File: config.mk
export PLATFORM = sky130hd
export DESIGN_NAME = video_pattern_source_flat
export DESIGN_NICKNAME = d
export VERILOG_FILES = /design/src/rtl/video_pkg.sv /design/src/rtl/video_pattern_source_if.sv /design/src/rtl/video_pattern_pixel.sv /design/src/rtl/video_pattern_source.sv /design/src/flat_wrapper.sv
export SDC_FILE = /design/constraint.sdc
export NUM_CORES = 1
export LEC_CHECK = 0
export ABC_CLOCK_PERIOD_IN_PS = 7900
export BUFFER_PORTS_ARGS = -buffer_cell sky130_fd_sc_hd__buf_2
export CORE_MARGIN = 4
export CORE_UTILIZATION = 50
export DETAILED_ROUTE_END_ITERATION = 12
export GPL_ROUTABILITY_DRIVEN = 0
export PLACE_DENSITY = 0.69
export SLEW_MARGIN = 40
export SYNTH_ARGS = -nofsm -noshare
export SYNTH_HDL_FRONTEND = slang
export SYNTH_HIERARCHICAL = 1
export SYNTH_SLANG_ARGS = --single-unit
export TNS_END_PERCENT = 10
File: constraint.sdc
create_clock -name clk -period 7.9 [get_ports clk]
set_input_delay 2.37 -clock clk [delete_from_list [all_inputs] [get_ports clk]]
set_output_delay 2.37 -clock clk [all_outputs]
set_load 0.01 [all_outputs]
File: src/rtl/video_pkg.sv
// Shared types and helpers for the synthetic video pattern source.
package video_pkg;

  typedef enum logic [1:0] {
    PatSolid   = 2'd0,
    PatRamp    = 2'd1,
    PatChecker = 2'd2,
    PatBars    = 2'd3
  } pattern_e;

  typedef enum logic [1:0] {
    StIdle,
    StActive,
    StHblank,
    StVblank
  } state_e;

  // Bar colours as {R,G,B} full-scale enables.
  localparam logic [2:0] BAR_WHITE   = 3'b111;
  localparam logic [2:0] BAR_YELLOW  = 3'b110;
  localparam logic [2:0] BAR_CYAN    = 3'b011;
  localparam logic [2:0] BAR_GREEN   = 3'b010;
  localparam logic [2:0] BAR_MAGENTA = 3'b101;
  localparam logic [2:0] BAR_RED     = 3'b100;
  localparam logic [2:0] BAR_BLUE    = 3'b001;
  localparam logic [2:0] BAR_BLACK   = 3'b000;

  function automatic int unsigned comp_width(int unsigned data_width);
    return data_width / 3;
  endfunction

  function automatic logic [2:0] bar_rgb(logic [2:0] idx);
    case (idx)
      3'd0:    return BAR_WHITE;
      3'd1:    return BAR_YELLOW;
      3'd2:    return BAR_CYAN;
      3'd3:    return BAR_GREEN;
      3'd4:    return BAR_MAGENTA;
      3'd5:    return BAR_RED;
      3'd6:    return BAR_BLUE;
      default: return BAR_BLACK;
    endcase
  endfunction

endpackage

File: src/rtl/video_pattern_source_if.sv
// AXI4-Stream video channel carrying packed {R,G,B} pixels with SOF (tuser) / EOL (tlast).
interface video_pattern_source_if #(
  parameter int unsigned DATA_WIDTH = 24
) ();
  logic [DATA_WIDTH-1:0] tdata;
  logic                  tvalid;
  logic                  tlast;
  logic                  tuser;
  logic                  tready;

  modport master (output tdata, output tvalid, output tlast, output tuser, input tready);
  modport slave  (input tdata, input tvalid, input tlast, input tuser, output tready);
endinterface

File: src/rtl/video_pattern_pixel.sv
// Combinational pixel generator: maps (x, y, bar index, pattern) to a packed {R,G,B} pixel.
module video_pattern_pixel
  import video_pkg::*;
#(
  parameter int unsigned           DATA_WIDTH  = 24,
  parameter int unsigned           COORD_WIDTH = 16,
  parameter int unsigned           CHECK_SHIFT = 5,
  parameter logic [DATA_WIDTH-1:0] SOLID_COLOR = 24'h808080
) (
  input  logic [COORD_WIDTH-1:0] x,
  input  logic [COORD_WIDTH-1:0] y,
  input  logic [2:0]             bar,
  input  pattern_e               sel,
  output logic [DATA_WIDTH-1:0]  pixel
);

  localparam int unsigned C = comp_width(DATA_WIDTH);

  logic [C-1:0] ramp_c;
  logic         cell_odd;
  logic [2:0]   rgb;
  logic         unused_coord;

  assign ramp_c       = x[C-1:0];
  assign cell_odd     = x[CHECK_SHIFT] ^ y[CHECK_SHIFT];
  assign rgb          = bar_rgb(bar);
  assign unused_coord = ^{x, y};

  always_comb begin
    pixel = '0;
    unique case (sel)
      PatSolid:   pixel = SOLID_COLOR;
      PatRamp:    pixel = {3{ramp_c}};
      // Cell (0,0) is white so the top-left corner is easy to locate after correction.
      PatChecker: pixel = cell_odd ? '0 : '1;
      PatBars:    pixel = {{C{rgb[2]}}, {C{rgb[1]}}, {C{rgb[0]}}};
      default:    pixel = '0;
    endcase
  end

endmodule

File: src/rtl/video_pattern_source.sv
// AXI4-Stream test-frame master with SOF/EOL sideband and full backpressure.
// Define VIDEO_PATGEN_BLANKING_EN to insert H_BLANK/V_BLANK idle cycles between lines/frames.
module video_pattern_source
  import video_pkg::*;
#(
  parameter int unsigned           WIDTH       = 1920,
  parameter int unsigned           HEIGHT      = 1080,
  parameter int unsigned           DATA_WIDTH  = 24,
  parameter int unsigned           COORD_WIDTH = 16,
  parameter int unsigned           CHECK_SHIFT = 5,
  parameter logic [DATA_WIDTH-1:0] SOLID_COLOR = 24'h808080
`ifdef VIDEO_PATGEN_BLANKING_EN
  ,
  parameter int unsigned           H_BLANK     = 16,
  parameter int unsigned           V_BLANK     = 64
`endif
) (
  input  logic                         clk,
  input  logic                         rst,
  input  logic                         enable,
  input  logic [1:0]                   pattern_sel,
  video_pattern_source_if.master       m_axis,
  output logic                         frame_done,
  output logic [15:0]                  frame_count
);

  localparam logic [COORD_WIDTH-1:0] XLast   = COORD_WIDTH'(WIDTH - 1);
  localparam logic [COORD_WIDTH-1:0] YLast   = COORD_WIDTH'(HEIGHT - 1);
  localparam logic [COORD_WIDTH-1:0] BarLast = COORD_WIDTH'(WIDTH / 8 - 1);

  state_e                  state_q, state_d;
  pattern_e                sel_q, sel_d;
  logic [COORD_WIDTH-1:0]  x_q, x_d, y_q, y_d, bpos_q, bpos_d;
  logic [2:0]              bar_q, bar_d;
  logic [DATA_WIDTH-1:0]   tdata_q, pixel;
  logic                    tvalid_q, tlast_q, tuser_q;
  logic                    frame_done_q;
  logic [15:0]             frame_count_q;
  logic                    xfer, frame_end, load;
`ifdef VIDEO_PATGEN_BLANKING_EN
  logic [15:0]             blank_q, blank_d;
`endif

  assign xfer = tvalid_q & m_axis.tready;

  always_comb begin
    state_d   = state_q;
    sel_d     = sel_q;
    x_d       = x_q;
    y_d       = y_q;
    bpos_d    = bpos_q;
    bar_d     = bar_q;
    frame_end = 1'b0;
`ifdef VIDEO_PATGEN_BLANKING_EN
    blank_d   = blank_q;
`endif
    unique case (state_q)
      StIdle: begin
        if (enable) begin
          state_d = StActive;
          sel_d   = pattern_e'(pattern_sel);
          x_d     = '0;
          y_d     = '0;
          bpos_d  = '0;
          bar_d   = '0;
        end
      end
      StActive: begin
        if (xfer) begin
          if (x_q == XLast) begin
            x_d    = '0;
            bpos_d = '0;
            bar_d  = '0;
            if (y_q == YLast) begin
              frame_end = 1'b1;
              y_d       = '0;
              sel_d     = pattern_e'(pattern_sel);
              state_d   = enable ? StActive : StIdle;
`ifdef VIDEO_PATGEN_BLANKING_EN
              if (V_BLANK != 0) begin
                state_d = StVblank;
                blank_d = '0;
              end
`endif
            end else begin
              y_d = y_q + 1'b1;
`ifdef VIDEO_PATGEN_BLANKING_EN
              if (H_BLANK != 0) begin
                state_d = StHblank;
                blank_d = '0;
              end
`endif
            end
          end else begin
            x_d = x_q + 1'b1;
            // Bar index bumps every WIDTH/8 pixels; the last bar soaks up the remainder.
            if (bpos_q == BarLast && bar_q != 3'd7) begin
              bpos_d = '0;
              bar_d  = bar_q + 3'd1;
            end else begin
              bpos_d = bpos_q + 1'b1;
            end
          end
        end
      end
`ifdef VIDEO_PATGEN_BLANKING_EN
      StHblank: begin
        if (blank_q == 16'(H_BLANK - 1)) state_d = StActive;
        else                             blank_d = blank_q + 16'd1;
      end
      StVblank: begin
        if (blank_q == 16'(V_BLANK - 1)) begin
          state_d = enable ? StActive : StIdle;
          sel_d   = pattern_e'(pattern_sel);
        end else begin
          blank_d = blank_q + 16'd1;
        end
      end
`endif
      default: state_d = StIdle;
    endcase
  end

  // Output register reloads whenever a new beat is about to be presented.
  assign load = (state_d == StActive) && ((state_q != StActive) || xfer);

  video_pattern_pixel #(
    .DATA_WIDTH  (DATA_WIDTH),
    .COORD_WIDTH (COORD_WIDTH),
    .CHECK_SHIFT (CHECK_SHIFT),
    .SOLID_COLOR (SOLID_COLOR)
  ) u_pixel (
    .x     (x_d),
    .y     (y_d),
    .bar   (bar_d),
    .sel   (sel_d),
    .pixel (pixel)
  );

  always_ff @(posedge clk) begin
    if (rst) begin
      state_q       <= StIdle;
      sel_q         <= PatSolid;
      x_q           <= '0;
      y_q           <= '0;
      bpos_q        <= '0;
      bar_q         <= '0;
      tdata_q       <= '0;
      tvalid_q      <= 1'b0;
      tlast_q       <= 1'b0;
      tuser_q       <= 1'b0;
      frame_done_q  <= 1'b0;
      frame_count_q <= '0;
`ifdef VIDEO_PATGEN_BLANKING_EN
      blank_q       <= '0;
`endif
    end else begin
      state_q      <= state_d;
      sel_q        <= sel_d;
      x_q          <= x_d;
      y_q          <= y_d;
      bpos_q       <= bpos_d;
      bar_q        <= bar_d;
      tvalid_q     <= (state_d == StActive);
      frame_done_q <= frame_end;
      if (frame_end) frame_count_q <= frame_count_q + 16'd1;
      if (load) begin
        tdata_q <= pixel;
        tuser_q <= (x_d == '0) && (y_d == '0);
        tlast_q <= (x_d == XLast);
      end
`ifdef VIDEO_PATGEN_BLANKING_EN
      blank_q      <= blank_d;
`endif
    end
  end

  assign m_axis.tdata  = tdata_q;
  assign m_axis.tvalid = tvalid_q;
  assign m_axis.tlast  = tlast_q;
  assign m_axis.tuser  = tuser_q;
  assign frame_done    = frame_done_q;
  assign frame_count   = frame_count_q;

endmodule

File: src/flat_wrapper.sv
// flat-port wrapper written by rule: the top's interface ports become plain ports
module video_pattern_source_flat import video_pkg::*;
#(
  parameter int unsigned           WIDTH       = 1920,
  parameter int unsigned           HEIGHT      = 1080,
  parameter int unsigned           DATA_WIDTH  = 24,
  parameter int unsigned           COORD_WIDTH = 16,
  parameter int unsigned           CHECK_SHIFT = 5,
  parameter logic [DATA_WIDTH-1:0] SOLID_COLOR = 24'h808080

)
  (clk, rst, enable, pattern_sel, frame_done, frame_count, m_axis_tdata, m_axis_tvalid, m_axis_tlast, m_axis_tuser, m_axis_tready);
  video_pattern_source_if #(.DATA_WIDTH(DATA_WIDTH)) m_axis_i ();
  input  logic clk;
  input  logic rst;
  input  logic enable;
  input  logic [1:0] pattern_sel;
  output logic frame_done;
  output logic [15:0] frame_count;
  output wire logic [$bits(m_axis_i.tdata)-1:0] m_axis_tdata;
  output wire logic [$bits(m_axis_i.tvalid)-1:0] m_axis_tvalid;
  output wire logic [$bits(m_axis_i.tlast)-1:0] m_axis_tlast;
  output wire logic [$bits(m_axis_i.tuser)-1:0] m_axis_tuser;
  input wire logic [$bits(m_axis_i.tready)-1:0] m_axis_tready;
  assign m_axis_tdata = m_axis_i.tdata;
  assign m_axis_tvalid = m_axis_i.tvalid;
  assign m_axis_tlast = m_axis_i.tlast;
  assign m_axis_tuser = m_axis_i.tuser;
  assign m_axis_i.tready = m_axis_tready;
  video_pattern_source #(.WIDTH(WIDTH), .HEIGHT(HEIGHT), .DATA_WIDTH(DATA_WIDTH), .COORD_WIDTH(COORD_WIDTH), .CHECK_SHIFT(CHECK_SHIFT), .SOLID_COLOR(SOLID_COLOR)) u_core (.clk(clk), .rst(rst), .enable(enable), .pattern_sel(pattern_sel), .m_axis(m_axis_i), .frame_done(frame_done), .frame_count(frame_count));
endmodule
==> metrics.txt <==
# Max-Cap Violations 0; count of buffers added by post-CTS timing repair for setup 0; number of antenna violations at the first check in global routing 0; vias in the first global route 4782; worst-case clock buffer depth 2; fraction of final layout cells sized beyond drive strength 1 13.16%; maximum number of pins on one net before global-route repair 88; worst vdd ir 0.09746 mV; synthesized area 5295 µm²; GRT Util Overall 22.72%; placement-stage worst setup slack 2.541 ns; CTS tree built; htree depth 3; Hold-fix buffers, CTS 0; outcome finished, final reports clean; Worst-Skew Late Latency 0.39 ns; Root Buffer Master sky130_fd_sc_hd__clkbuf_8; synthesized netlist cell count 686; Site Rows 37; clk_skew 0.01562 ns; FILL cells 979; max-slew violation count 0; Post-Route Utilization 56.43%; Routed Antenna Nets 0; static leakage 2.294 nW; total nets after synthesis 698; Final Critical Period 5.071 ns; global-route wire length before repair 23.40 mm; kind of end point of the critical path register; total vias in the final route 5182; starting density of the core 51.29%; upper clock frequency limit 197.2 MHz; Remaining DRCs 0; aggregate routed wire length 13.88 mm; area growth from synthesis to layout 10.02%; startpoint-to-endpoint class of the critical path in -> reg; data arrival at the endpoint of the critical path 5.39 ns; Sequential Power Share 52.5%; Total Neg Setup Slack 0 ns; setup slack of the critical path after layout 2.829 ns; vertical die dimension 110.9 µm; count of inserted antenna diode cells 0; Final Setup Violations 0; number of nets in the layout 729; post-detailed-route wirelength per cell 16.17 µm; count of yosys warnings during synthesis 6; CTS sink cnt 99; Max transition margin 44.65%; power density over the cells 167.8 nW/µm²; post-CTS resize count 0; Pint 0.0007303 W; vias per std cell 6.040; part of the total power dissipated in combinational logic 8.2%; crit share post-route 64.19%; number of buffers inserted during clock tree synthesis 9; min-delay worst type reg -> reg; I/O pins 50; area of the core 10320 µm²; width of the die 110.9 µm; count of input and output buffers 49; proportion of total power due to net switching 25.31%; average instance area after synthesis 7.719 µm²; clock share of power 39.3%; setup repair after global routing missed its margin no; post-detail-place hpwl 9.547 mm; GRT Residual Overflow 0; largest fanout of any net on the critical path 21; clock transition time at the flip-flop clock pins of the worst setup and hold paths 0.09 ns; first-pass detailed-route iteration total 5; Die ar. 12300 µm²; worst path required time 8.22 ns; initial drt markers 557; Worst Max-Slew Pin Slew 0.8216 ns; number of hold-slack violations in the final timing report 0; switching power of the nets 0.0002475 W; category of the worst setup path launch point input pin
==> worst paths after layout <==
kind / cells past startpoint / slack, ns / start / end
setup / recovery: 10 / 2.83 / m_axis_tready / u_core/m_axis.tdata[18]
hold / removal: 2 / 0.46 / u_core/m_axis.tdata[8] / u_core/m_axis.tdata[8]
setup reg to reg: 11 / 4.35 / u_core/x_q[0] / u_core/m_axis.tdata[18]
hold reg to reg: 2 / 0.46 / u_core/m_axis.tdata[8] / u_core/m_axis.tdata[8]
==> area by class of cell <==
cell class	instances	area (µm²)	area share, %
Timing Repair Buffer	54	286.5	4.918
Clock buffer	11	151.4	2.599
Multi-Input combinational cell	539	3100	53.22
Tap cell	136	170.2	2.921
Clock inverter	5	82.58	1.418
Inverter	14	52.55	0.9021
Sequential cell	99	1982	34.02
==> per-layer routing <==
layer / global-route usage [%] / routed length (µm) / vias to the layer above / part of all wire (%)
li1: - / - / 2498 / -
met4: 11.00 / 469 / 0 / 3.4
met1: 30.25 / 6117 / 2396 / 44
met5: 0 / 0 / - / 0
met3: 4.148 / 1086 / 43 / 7.8
met2: 35.44 / 6203 / 245 / 45
==> layout by cell type (no fill, tap or decap), types with 3 or more instances in the layout <==
| cell | instances |
|---|---|
| sky130_fd_sc_hd__inv_1 | 14 |
| sky130_fd_sc_hd__and4_1 | 5 |
| sky130_fd_sc_hd__o21ai_1 | 17 |
| sky130_fd_sc_hd__nand3_1 | 28 |
| sky130_fd_sc_hd__nor3_1 | 15 |
| sky130_fd_sc_hd__nand4_1 | 18 |
| sky130_fd_sc_hd__and4bb_2 | 3 |
| sky130_fd_sc_hd__buf_4 | 4 |
| sky130_fd_sc_hd__xor2_1 | 17 |
| sky130_fd_sc_hd__clkbuf_8 | 11 |
| sky130_fd_sc_hd__nor2_1 | 63 |
| sky130_fd_sc_hd__a22o_1 | 4 |
| sky130_fd_sc_hd__nand2b_1 | 3 |
| sky130_fd_sc_hd__or4_1 | 3 |
| sky130_fd_sc_hd__a31oi_1 | 10 |
| sky130_fd_sc_hd__and2b_1 | 8 |
| sky130_fd_sc_hd__dfxtp_1 | 99 |
| sky130_fd_sc_hd__nor4_1 | 11 |
| sky130_fd_sc_hd__xnor2_1 | 8 |
| sky130_fd_sc_hd__nor4b_1 | 3 |
| sky130_fd_sc_hd__a211oi_1 | 5 |
| sky130_fd_sc_hd__nor4_4 | 3 |
| sky130_fd_sc_hd__mux2_2 | 3 |
| sky130_fd_sc_hd__nor2b_1 | 23 |
| sky130_fd_sc_hd__and3_1 | 9 |
| sky130_fd_sc_hd__nand2_1 | 121 |
| sky130_fd_sc_hd__o21ai_0 | 35 |
| sky130_fd_sc_hd__ha_1 | 6 |
| sky130_fd_sc_hd__a21oi_1 | 58 |
| sky130_fd_sc_hd__buf_2 | 49 |
| sky130_fd_sc_hd__or3_1 | 11 |
==> per-stage QoR <==
stage | std cells | total power [W] | hold WS, ns | instance area, µm²
floorplan | 686 | 0.0005829 | 0.4488 | 5295
global placement | 842 | 0.0006026 | 0.4422 | 5583
detailed placement | 842 | 0.0006038 | 0.4447 | 5588
CTS | 858 | 0.0009830 | 0.4578 | 5822
global route | 858 | 0.001020 | 0.4818 | 5826
finish | 858 | 0.0009778 | 0.4556 | 5826
==> power groups by stage <==
stage	Sequential (W)	Combinational [W]	Clock [W]
after global routing	0.000514	0.0000895	0.000416
after detailed placement	0.000525	0.0000792	0
after global placement	0.000524	0.0000783	0
after CTS	0.000513	0.0000795	0.000390
after floorplan	0.000527	0.0000558	0
final	0.000513	0.0000801	0.000385
==> state kept, by name, indices dropped and copies added (netlist names) <==
name	count
u_core/m_axis.tdata	24
u_core/frame_done	1
u_core/m_axis.tuser	1
u_core/y_q	16
u_core/x_q	16
u_core/bpos_q	16
u_core/state_q	2
u_core/bar_q	3
u_core/m_axis.tvalid	1
u_core/sel_q	2
u_core/frame_count	16
u_core/m_axis.tlast	1
==> critical path: stages <==
cell and delay (ns):
sky130_fd_sc_hd__buf_2 0.14, sky130_fd_sc_hd__nand4b_1 0.61, sky130_fd_sc_hd__a21oi_1 0.73, sky130_fd_sc_hd__nand2_1 0.12
sky130_fd_sc_hd__a31oi_1 0.40, sky130_fd_sc_hd__xnor2_1 0.23, sky130_fd_sc_hd__nand3b_2 0.39, sky130_fd_sc_hd__nand2_1 0.18
sky130_fd_sc_hd__nand2_1 0.07, sky130_fd_sc_hd__a21oi_1 0.14
(Power assumes the default switching activity.)
